`src/rtl/line_memory_arbiter.sv`:
```
// Arbitrates a single-port line memory between the instruction refill port (read-only)
// and the data refill/write-back port; round-robin on ties, all outputs registered.
module line_memory_arbiter #(
   parameter int ADDR_WIDTH  = 6,
   parameter int LINE_WIDTH  = 128,
   parameter int MEM_LATENCY = 1
) (
   input  logic                    clk,
   input  logic                    reset_n,
   input  logic                    i_req,
   input  logic [ADDR_WIDTH-1:0]   i_addr,
   output logic [LINE_WIDTH-1:0]   i_rdata,
   output logic                    i_ack,
   input  logic                    d_req,
   input  logic                    d_we,
   input  logic [ADDR_WIDTH-1:0]   d_addr,
   input  logic [LINE_WIDTH-1:0]   d_wdata,
   input  logic [LINE_WIDTH/8-1:0] d_byteena,
   output logic [LINE_WIDTH-1:0]   d_rdata,
   output logic                    d_ack,
   output logic [ADDR_WIDTH-1:0]   mem_address,
   output logic [LINE_WIDTH/8-1:0] mem_byteena,
   output logic [LINE_WIDTH-1:0]   mem_data,
   output logic                    mem_wren,
   input  logic [LINE_WIDTH-1:0]   mem_q,
   output logic                    busy
);
   localparam logic [2:0] LAST_COUNT = 3'(MEM_LATENCY);

   typedef enum logic [1:0] {IDLE, ACCESS, DONE} state_t;

   state_t     state;
   logic [2:0] count;
   logic       last_d;
   logic       grant_d;
   logic       grant_we;
   logic       take_d;
   logic       take_we;

   // Handshake: req is a level held until its one-cycle ack and is only sampled in
   // IDLE, so a request raised while busy simply waits for the next IDLE cycle.
   always_comb begin
      take_d  = d_req && (!i_req || !last_d);
      take_we = take_d && d_we;
   end

   always_ff @(posedge clk or negedge reset_n) begin
      if (!reset_n) begin
         state       <= IDLE;
         count       <= '0;
         last_d      <= 1'b0;
         grant_d     <= 1'b0;
         grant_we    <= 1'b0;
         i_rdata     <= '0;
         i_ack       <= 1'b0;
         d_rdata     <= '0;
         d_ack       <= 1'b0;
         mem_address <= '0;
         mem_byteena <= '0;
         mem_data    <= '0;
         mem_wren    <= 1'b0;
         busy        <= 1'b0;
      end else begin
         i_ack    <= 1'b0;
         d_ack    <= 1'b0;
         mem_wren <= 1'b0;
         case (state)
            IDLE: begin
               if (i_req || d_req) begin
                  grant_d     <= take_d;
                  grant_we    <= take_we;
                  last_d      <= take_d;
                  mem_address <= take_d ? d_addr : i_addr;
                  mem_byteena <= take_we ? d_byteena : '1;
                  if (take_d) mem_data <= d_wdata;
                  mem_wren    <= take_we;
                  count       <= '0;
                  busy        <= 1'b1;
                  state       <= ACCESS;
               end
            end
            ACCESS: begin
               if (grant_we) begin
                  mem_byteena <= '0;
                  d_ack       <= 1'b1;
                  state       <= DONE;
               end else if (count == LAST_COUNT) begin
                  // Read data is valid on the last ACCESS cycle; capture on its closing edge.
                  if (grant_d) begin
                     d_rdata <= mem_q;
                     d_ack   <= 1'b1;
                  end else begin
                     i_rdata <= mem_q;
                     i_ack   <= 1'b1;
                  end
                  mem_byteena <= '0;
                  state       <= DONE;
               end else begin
                  count <= count + 3'd1;
               end
            end
            DONE: begin
               busy  <= 1'b0;
               state <= IDLE;
            end
            default: state <= IDLE;
         endcase
      end
   end
endmodule

```
`config.mk`:
```
export PLATFORM = sky130hd
export DESIGN_NAME = line_memory_arbiter
export DESIGN_NICKNAME = d
export VERILOG_FILES = /design/src/rtl/line_memory_arbiter.sv
export SDC_FILE = /design/constraint.sdc
export NUM_CORES = 1
export LEC_CHECK = 0
export ABC_CLOCK_PERIOD_IN_PS = 1900
export CAP_MARGIN = 10
export CELL_PAD_IN_SITES_DETAIL_PLACEMENT = 0
export CELL_PAD_IN_SITES_GLOBAL_PLACEMENT = 2
export CORE_AREA = 2 2 275 277
export CTS_CLUSTER_SIZE = 25
export DETAILED_ROUTE_END_ITERATION = 8
export DIE_AREA = 0 0 277 279
export DONT_BUFFER_PORTS = 1
export PLACE_DENSITY = 0.48
export SETUP_SLACK_MARGIN = 0.15
export SLEW_MARGIN = 20
export SYNTH_ARGS = -nofsm -noshare
export SYNTH_HDL_FRONTEND = slang
export SYNTH_SLANG_ARGS = --single-unit
```
`constraint.sdc`:
```
create_clock -name clk -period 1.9 [get_ports clk]
set_input_delay 0.57 -clock clk [delete_from_list [all_inputs] [get_ports clk]]
set_output_delay 0.57 -clock clk [all_outputs]
set_load 0.02 [all_outputs]
```
==> results.sh, run 1 <==
export IMPL_grt_pass1_wl_mm=71.0
export IMPL_synth_area_per_cell_um2=16.7
export IMPL_place_congestion=0.772
export IMPL_drt_wl_total_mm=50.5
export IMPL_dieHeight_um=279
export IMPL_hold_slack_ps=-298
export IMPL_worst_slack_ps=-267
export IMPL_cts_tree="done"
export IMPL_place_area_um2=17400
export IMPL_fill_cells=7550
export IMPL_total_power_mw=42.8
export IMPL_root_buffer="clkbuf_16"
export IMPL_max_freq_ghz=0.461
export IMPL_synth_fa_ha_area_frac=0.00156
export IMPL_finalSetupViolCount=384
export IMPL_gr_total_overflow=0
export IMPL_rsz0062_at_grt="yes"
export IMPL_vdd_drop_max_v=0.00113
export IMPL_synth_cell_types=27
export IMPL_synth_xor_area_frac=0
export IMPL_synth_compound_area_frac=0.0192
export IMPL_antenna_left=0
export IMPL_synth_simple_area_share=0.0140
export IMPL_io_pins=699
export IMPL_arrival_ps=2140
export IMPL_die_w_um=277
export IMPL_cap_violations=0
export IMPL_postSynthCellCount=965
export IMPL_grt_max_degree=418
export IMPL_crit_path_end_kind="asynchronous set/reset pin"
export IMPL_p_per_area_nw_per_um2=2110
export IMPL_regArea_um2=10400
export IMPL_std_cell_rows=100
export IMPL_synth_top_family_by_area="multiplexers"
export IMPL_antenna_found_initial=6
export IMPL_slew_headroom=-1.09
export IMPL_crit_type="in2async"
export IMPL_initial_core_util=0.217
export IMPL_period_minus_slack_ps=2170
export IMPL_clock_sinks=417
export IMPL_dieArea_um2=77300
export IMPL_violations="negative hold slack, max-slew violations, negative setup slack"
export IMPL_core_um2=74100
export IMPL_clock_skew_ps=23.9
export IMPL_routed_via_count=8523
export IMPL_holdCritPathClass="in2async"
export IMPL_ys_ff_latch=417
export IMPL_slew_violations=311
export IMPL_synthMuxAreaShare=0.294
export IMPL_drcViolationCount=0
export IMPL_place_ws_ps=-149
export IMPL_drt_initial_drc_count=325
export IMPL_setup_worst_path_start_class="input pin"
export IMPL_critPathMaxFanout=417
export IMPL_syn_nets=1256
export IMPL_clkTransAtPathRegs_ps=60
export IMPL_cts_buffer_depth=3
export IMPL_p_leak_nw=8.96
export IMPL_clkLatencyLatePin_ps=580
export IMPL_synth_warning_count=0
export IMPL_hpwl_mm=34.3
export IMPL_synth_seq_area_share=0.649
export IMPL_multiInputGateArea_um2=5700
export IMPL_status="finished with violations"
export IMPL_area_growth_pct=26.2
export IMPL_final_nets=1331
export IMPL_worst_pin_slew_ps=3140
export IMPL_fin_crit_sh=1.14
export IMPL_via_per_inst=4.16
export IMPL_final_hold_violation_count=98
export IMPL_netlist_area_um2=16100
export IMPL_io_buffer_count=0
export IMPL_firstDrtPassIters=4
export IMPL_postLayoutCellArea_um2=20300
export IMPL_cts_buffers=48
export IMPL_htree_levels=2
export IMPL_gr_usage_all_layers=0.123
export IMPL_utilization=0.274
export IMPL_wl_per_cell_um=24.6
export IMPL_cp_required_ps=1870
export IMPL_grt_pass1_vias=9413
export IMPL_r2r_setup_slack_ps=-120
export IMPL_drive_above_1_share=0.508
==> Yosys cell counts <==
cell,instances,area share
nor3_1,17,0.0053
mux2_4,100,0.093
o21ai_0,21,0.0065
dfrtp_1,417,0.65
nand2b_1,2,0.00078
nand3_1,1,0.00031
buf_6,13,0.0091
a21bo_2,1,0.00062
clkbuf_1,12,0.0028
o22ai_1,17,0.0066
nor2_1,5,0.0012
or3_4,1,0.00070
or2_2,2,0.00078
inv_1,5,0.0012
mux2_1,1,0.00070
nor3b_1,1,0.00047
buf_2,27,0.0084
or3b_1,1,0.00055
nand2_1,17,0.0040
mux2_2,283,0.20
mux2i_1,3,0.0019
a21boi_1,1,0.00047
a21boi_0,1,0.00047
a21oi_1,7,0.0022
clkinv_1,1,0.00023
ha_1,2,0.0016
a31oi_1,6,0.0023
==> cells in the final DEF (no fill, tap or decap), types with 2 or more instances in the layout <==
master | synthesis | layout
mux2_2 | 283 | 183
o21ai_0 | 21 | 21
buf_4 | 0 | 24
clkinv_2 | 0 | 8
mux2_4 | 100 | 201
nor2_1 | 5 | 4
buf_12 | 0 | 22
dfrtp_1 | 417 | 417
clkbuf_1 | 12 | 11
nand2_1 | 17 | 17
ha_1 | 2 | 2
clkbuf_8 | 0 | 11
inv_1 | 5 | 5
mux2i_1 | 3 | 3
o22ai_1 | 17 | 17
diode_2 | 0 | 3
bufinv_16 | 0 | 5
clkinv_4 | 0 | 2
buf_6 | 13 | 10
a21oi_1 | 7 | 6
clkbuf_16 | 0 | 52
clkinvlp_4 | 0 | 2
buf_8 | 0 | 3
nor3_1 | 17 | 16
buf_16 | 0 | 13
a31oi_1 | 6 | 6
==> worst paths after layout <==
path / depth (start not counted) / to / startpoint
max: 0 / i_rdata[32] / reset_n
min: 0 / d_rdata[29] / reset_n
max reg2reg: 4 / i_rdata[38] / state[1]
min reg2reg: 1 / count[2] / count[2]
max in group clk: 4 / i_rdata[38] / state[1]
min in group clk: 1 / i_rdata[107] / mem_q[107]
==> layer usage <==
layer | vias to the layer above | routed length [um] | track usage
met2 | 421 | 26300 | 0.217
met4 | 4 | 991 | 0.0360
met5 | - | 30 | 0
met3 | 64 | 5360 | 0.0584
met1 | 4436 | 17800 | 0.132
li1 | 3598 | - | -
==> sequential cells by signal, summed over array words and instances, names as in the netlist, 2 cells and up <==
name,cells
d_rdata,128
i_rdata,128
mem_data,128
mem_byteena,16
mem_address,6
count,3
state,2
==> kinds of logic after synthesis <==
logic type / count (synthesis)
AO/OA/AOI/OAI: 54
buffers and inverters: 58
adder cells (fa/ha/maj): 2
multiplexers: 387
flip-flops: 417
AND/OR/NAND/NOR: 47
==> repair_timing <==
action	in CTS	in global routing
resized for setup	72	88
setup buffers	11	9
pin swaps	0	0
setup endpoints to repair	387	396
endpoints found under the hold margin	417	417
cloned	9	5
==> area by class of cell <==
| cell class | count | share of cell area |
|---|---|---|
| multi-input cells | 490 | 0.281 |
| clock buffers | 70 | 0.0687 |
| clock inverters | 19 | 0.0122 |
| inverters | 6 | 0.00111 |
| repair buffers | 77 | 0.0625 |
| diodes | 3 | 0.000370 |
| well taps | 969 | 0.0598 |
| flip-flops and latches | 417 | 0.514 |
==> stage by stage <==
step	instances	TNS [ps]	hold slack, ps
final	2051	-37090	-298
after global routing	2051	-26480	-353
after CTS	2034	-13190	-362
after detailed placement	1925	-18140	283
after global placement	1925	-16930	283
after floorplan	965	0	274
==> where the power goes <==
part,total [mW],switching [mW],internal (mW),leakage [nW]
clock network,9.60,3.83,5.78,0.806
logic,10.2,3.25,6.98,3.19
registers,23.0,9.62,13.4,4.97
total,42.8,16.7,26.1,8.96
Note: power is estimated with default switching activity, not from simulation.
==> inputs of run 2 (changes only) <==
--- a/config.mk
+++ b/config.mk
@@ -5,7 +5,7 @@
 export SDC_FILE = /design/constraint.sdc
 export NUM_CORES = 1
 export LEC_CHECK = 0
-export ABC_CLOCK_PERIOD_IN_PS = 1900
+export ABC_CLOCK_PERIOD_IN_PS = 1730
 export CAP_MARGIN = 10
 export CELL_PAD_IN_SITES_DETAIL_PLACEMENT = 0
 export CELL_PAD_IN_SITES_GLOBAL_PLACEMENT = 2
==> constraint.sdc (replaced) <==
create_clock -name clk -period 1.73 [get_ports clk]
set_input_delay 0.519 -clock clk [delete_from_list [all_inputs] [get_ports clk]]
set_output_delay 0.519 -clock clk [all_outputs]
set_load 0.02 [all_outputs]
==> run 2 against run 1 <==
- largest power group unchanged
- first-iteration DRC count grew 8.0%
- register-to-register slack lost 150 ps
- cell count about the same
- highest routed layer is now met4
- critical path type is now reg2reg
- the run ends with negative hold slack, negative setup slack left
- non-clock buffer count is 2 lower
- largest cell class unchanged
- routed wire length decreased by 5.8%
- sequential share of layout area up 1.5 points
==> results.sh, run 2 (synthesis gave the netlist of run 1 again) <==
export IMPL_status="finished with violations"
export IMPL_violations="negative hold slack, negative setup slack"
export IMPL_multiInputGateArea_um2=5340
export IMPL_p_per_area_nw_per_um2=2330
export IMPL_initial_core_util=0.217
export IMPL_holdCritPathClass="in2async"
export IMPL_wl_per_cell_um=23.2
export IMPL_cp_required_ps=2170
export IMPL_fin_crit_sh=1.16
export IMPL_instances_no_fill=2049
export IMPL_finalSetupViolCount=383
export IMPL_core_um2=74100
export IMPL_io_pins=699
export IMPL_drcViolationCount=0
export IMPL_worst_pin_slew_ps=716
export IMPL_vdd_drop_max_v=0.000822
export IMPL_grt_max_degree=418
export IMPL_clkTransAtPathRegs_ps=60
export IMPL_dieHeight_um=279
export IMPL_layout_commonest_cell="dfrtp_1"
export IMPL_hpwl_mm=33.4
export IMPL_p_int_mw=28.3
export IMPL_setup_worst_path_start_class="flip-flop"
export IMPL_dieArea_um2=77300
export IMPL_slew_headroom=0.523
export IMPL_firstDrtPassIters=4
export IMPL_antenna_left=0
export IMPL_antenna_found_initial=3
export IMPL_cap_violations=0
export IMPL_p_leak_nw=8.59
export IMPL_gr_usage_all_layers=0.114
export IMPL_clkLatencyLatePin_ps=560
export IMPL_final_nets=1330
export IMPL_seqPwrFrac=0.545
export IMPL_final_hold_violation_count=417
export IMPL_slew_violations=0
export IMPL_drt_initial_drc_count=351
export IMPL_htree_levels=2
export IMPL_die_w_um=277
export IMPL_area_growth_pct=23.6
export IMPL_grt_pass1_vias=9245
export IMPL_cts_buffers=49
export IMPL_grt_pass1_wl_mm=66.6
export IMPL_place_ws_ps=-239
export IMPL_crit_type="reg2reg"
export IMPL_hold_slack_ps=-349
export IMPL_regArea_um2=10500
export IMPL_cts_buffer_depth=3
export IMPL_worst_slack_ps=-272
export IMPL_reg2reg_from="state[1]"
export IMPL_total_power_mw=46.3
export IMPL_cts_tree="done"
export IMPL_max_freq_ghz=0.499
export IMPL_startpoint="state[1]"
export IMPL_drive_above_1_share=0.562
export IMPL_crit_path_end_kind="flip-flop"
export IMPL_drt_wl_total_mm=47.6
export IMPL_power_frac_clock=0.230
export IMPL_arrival_ps=2450
export IMPL_cpPeakStageDelay_ps=420
export IMPL_cp_slowest_cell="or3b_4"
export IMPL_std_cell_rows=100
export IMPL_via_per_inst=4.12
export IMPL_routed_via_count=8435
export IMPL_path_cells="or3b_4, or3_4, buf_12, mux2_4"
export IMPL_dp_cells=1936
export IMPL_fill_cells=7544
export IMPL_clock_sinks=417
export IMPL_period_minus_slack_ps=2000
export IMPL_gr_total_overflow=0
export IMPL_critPathMaxFanout=49
export IMPL_rsz0062_at_grt="yes"
export IMPL_mostFrequentLayoutCells="dfrtp_1, mux2_2, mux2_4"
export IMPL_io_buffer_count=0
export IMPL_root_buffer="clkbuf_16"
export IMPL_place_congestion=0.761
export IMPL_swShare=0.389
export IMPL_clock_skew_ps=8.45
export IMPL_p_sw_mw=18.0
export IMPL_combPwrFrac=0.226
export IMPL_top_regs="d_rdata: 128 flops, i_rdata: 128 flops, mem_data: 128 flops"
==> run 2: final cells by class <==
type	instances	share of cell area
antenna	1	0.000126
clock buffer	77	0.0757
tap	969	0.0611
multi-input combinational	490	0.269
sequential	417	0.529
clock inverter	14	0.00920
timing repair buffer	75	0.0547
inverter	6	0.00113
==> run 2: power groups by stage <==
stage,clock network (mW),logic [mW],registers [mW]
after global placement,0,9.20,25.6
after detailed placement,0,9.52,25.5
after global routing,11.5,11.4,25.8
after CTS,11.0,9.60,25.4
final,10.6,10.4,25.2
after floorplan,0,8.08,23.2
==> run 2: timing repair <==
| item | in CTS | in global routing |
|---|---|---|
| setup buffers | 1 | 7 |
| setup endpoints to repair | 807 | 811 |
| pin swaps | 0 | 2 |
| resized for setup | 7 | 89 |
| gates cloned | 1 | 12 |
| hold endpoints to repair | 417 | 417 |
==> run 2: worst paths after layout <==
kind                            depth (start not counted)              to  slack (ps)
worst max-delay path                                    4     i_rdata[91]        -270
worst min-delay path                                    0    mem_data[70]        -350
worst max register to register                          4     i_rdata[91]        -270
worst min register to register                          1        count[2]         470
max in group asynchronous                               0  mem_byteena[0]        1430
min in group clk                                        2  mem_address[4]          90
==> run 2: metrics by stage <==
step | instance area [um2] | TNS, ps | utilization
after detailed placement | 17500 | -50760 | 0.237
after global placement | 17500 | -49020 | 0.237
after global routing | 19900 | -87680 | 0.268
after CTS | 19300 | -51630 | 0.260
final | 19900 | -64220 | 0.268
after floorplan | 16200 | -16700 | -
==> run 2: worst max-delay path, delay by kind of cell (launching register included) <==
kind | cells | cell delay [ps]
buffers and inverters | 1 | 200
DFF | 1 | 390
muxes | 1 | 380
and+or+nand+nor | 2 | 800
==> run 2: metal layers <==
layer / GRT usage / part of all wire
met4: 0.0491 / 0.037
met1: 0.111 / 0.33
met5: 0 / 0
met3: 0.0475 / 0.095
met2: 0.210 / 0.53
==> inputs of run 3 (changes only) <==
--- a/config.mk
+++ b/config.mk
@@ -9,12 +9,12 @@
 export CAP_MARGIN = 10
 export CELL_PAD_IN_SITES_DETAIL_PLACEMENT = 0
 export CELL_PAD_IN_SITES_GLOBAL_PLACEMENT = 2
-export CORE_AREA = 2 2 275 277
+export CORE_AREA = 3 3 269 271
 export CTS_CLUSTER_SIZE = 25
 export DETAILED_ROUTE_END_ITERATION = 8
-export DIE_AREA = 0 0 277 279
+export DIE_AREA = 0 0 272 274
 export DONT_BUFFER_PORTS = 1
-export PLACE_DENSITY = 0.48
+export PLACE_DENSITY = 0.5
 export SETUP_SLACK_MARGIN = 0.15
 export SLEW_MARGIN = 20
 export SYNTH_ARGS = -nofsm -noshare
==> run 3 against run 2 <==
- clock skew grew 6.3 ps
- largest power group unchanged
- via count up 1.6%
- clock power barely moved
- largest cell class unchanged
- fmax grew 0.80%
- the run still ends with negative hold slack, negative setup slack left
- sequential power is essentially flat
==> results.sh, run 3 (synthesis gave the netlist of run 1 again) <==
export IMPL_status="finished with violations"
export IMPL_violations="negative hold slack, negative setup slack"
export IMPL_max_freq_ghz=0.503
export IMPL_vdd_drop_max_v=0.000924
export IMPL_drt_initial_drc_count=335
export IMPL_reg2reg_from="state[1]"
export IMPL_antenna_left=0
export IMPL_finalSetupViolCount=384
export IMPL_dieArea_um2=74500
export IMPL_mostFrequentLayoutCells="dfrtp_1, mux2_4, mux2_2"
export IMPL_cap_violations=0
export IMPL_firstDrtPassIters=4
export IMPL_gr_usage_all_layers=0.124
export IMPL_holdCritPathClass="in2async"
export IMPL_area_growth_pct=27.4
export IMPL_cts_buffers=48
export IMPL_top_regs="d_rdata: 128 flops, i_rdata: 128 flops, mem_data: 128 flops"
export IMPL_worst_pin_slew_ps=864
export IMPL_startpoint="state[1]"
export IMPL_crit_type="reg2reg"
export IMPL_path_cells="or3b_4, or3_4, buf_12, mux2_4"
export IMPL_fin_crit_sh=1.15
export IMPL_grt_max_degree=418
export IMPL_core_um2=70000
export IMPL_period_minus_slack_ps=1990
export IMPL_clkLatencyLatePin_ps=580
export IMPL_cts_tree="done"
export IMPL_cts_buffer_depth=3
export IMPL_wl_per_cell_um=25.2
export IMPL_instances_no_fill=2032
export IMPL_slew_headroom=0.424
export IMPL_critPathMaxFanout=49
export IMPL_worstPathBufferInverterCount=1
export IMPL_total_power_mw=47.4
export IMPL_hpwl_mm=35.4
export IMPL_rsz0062_at_grt="yes"
export IMPL_via_per_inst=4.22
export IMPL_postLayoutCellArea_um2=20500
export IMPL_drive_above_1_share=0.516
export IMPL_io_buffer_count=0
export IMPL_critical_path_top_delay_family="simple AND/OR/NAND/NOR gates"
export IMPL_cp_required_ps=2180
export IMPL_dieHeight_um=274
export IMPL_grt_pass1_vias=9332
export IMPL_routed_via_count=8569
export IMPL_final_nets=1346
export IMPL_p_leak_nw=9.13
export IMPL_clock_sinks=417
export IMPL_r2r_setup_slack_ps=-260
export IMPL_std_cell_rows=97
export IMPL_die_w_um=272
export IMPL_root_buffer="clkbuf_16"
export IMPL_initial_core_util=0.230
export IMPL_place_area_um2=17600
export IMPL_cp_slowest_cell="or3b_4"
export IMPL_antenna_found_initial=3
export IMPL_dp_cells=1913
export IMPL_grt_pass1_wl_mm=69.3
export IMPL_final_hold_violation_count=417
export IMPL_cpPeakStageDelay_ps=420
export IMPL_gr_total_overflow=0
export IMPL_clock_skew_ps=14.8
export IMPL_drt_wl_total_mm=51.2
export IMPL_layout_commonest_cell="dfrtp_1"
export IMPL_place_congestion=0.756
export IMPL_hold_slack_ps=-353
export IMPL_arrival_ps=2440
export IMPL_drcViolationCount=0
export IMPL_htree_levels=2
export IMPL_slew_violations=0
export IMPL_p_per_area_nw_per_um2=2310
export IMPL_worst_slack_ps=-256
export IMPL_clkTransAtPathRegs_ps=60
export IMPL_crit_path_end_kind="flip-flop"
export IMPL_io_pins=699
export IMPL_setup_worst_path_start_class="flip-flop"
[run 3: layout make-up]
class	instances	area [um2]
fillers	7025	49600
flip-flops and latches	417	10400
multi-input cells	490	5860
repair buffers	92	1370
clock buffers	65	1370
well taps	940	1180
clock inverters	21	241
inverters	6	22.5
diodes	1	2.50
[run 3: worst register-to-register path, stage by stage (launching register included)]
cell and delay (ps):
dfrtp_1 370, or3b_4 420, or3_4 380, buf_12 200, mux2_4 490
[run 3: worst paths after layout]
| path | cells past startpoint | to |
|---|---|---|
| max in group asynchronous | 0 | mem_byteena[0] |
| worst max-delay path | 4 | i_rdata[88] |
| worst min register to register | 2 | count[2] |
| worst max register to register | 4 | i_rdata[88] |
| worst min-delay path | 0 | mem_data[18] |
| min in group clk | 1 | i_rdata[120] |
[run 3: routing by layer]
metal	global-route usage	share of wire	routed length (um)
met5	0	0	0
met4	0.0412	0.029	1460
met3	0.0477	0.092	4710
met2	0.232	0.54	27500
met1	0.125	0.34	17400
[run 3: where the power goes]
part           switching (mW)  internal, mW
clock network            4.18          6.14
logic                    3.70          8.04
registers                10.6          14.7
total                    18.5          28.9
[run 3: timing repair]
action                                  CTS  global route
endpoints found under the hold margin   417           417
setup buffers                            10             5
endpoints found under the setup margin  811           810
pin swaps                                 1             2
cloned                                    6            11
resized for setup                       126            58
[run 3: through the flow]
stage	setup TNS, ps	hold WS [ps]	util	worst slack (ps)
after floorplan	-16700	223	-	-115
after global placement	-80970	235	0.251	-338
after detailed placement	-73460	233	0.251	-304
after CTS	-55250	-404	0.285	-252
after global routing	-81910	-393	0.292	-290
final	-58770	-353	0.292	-256
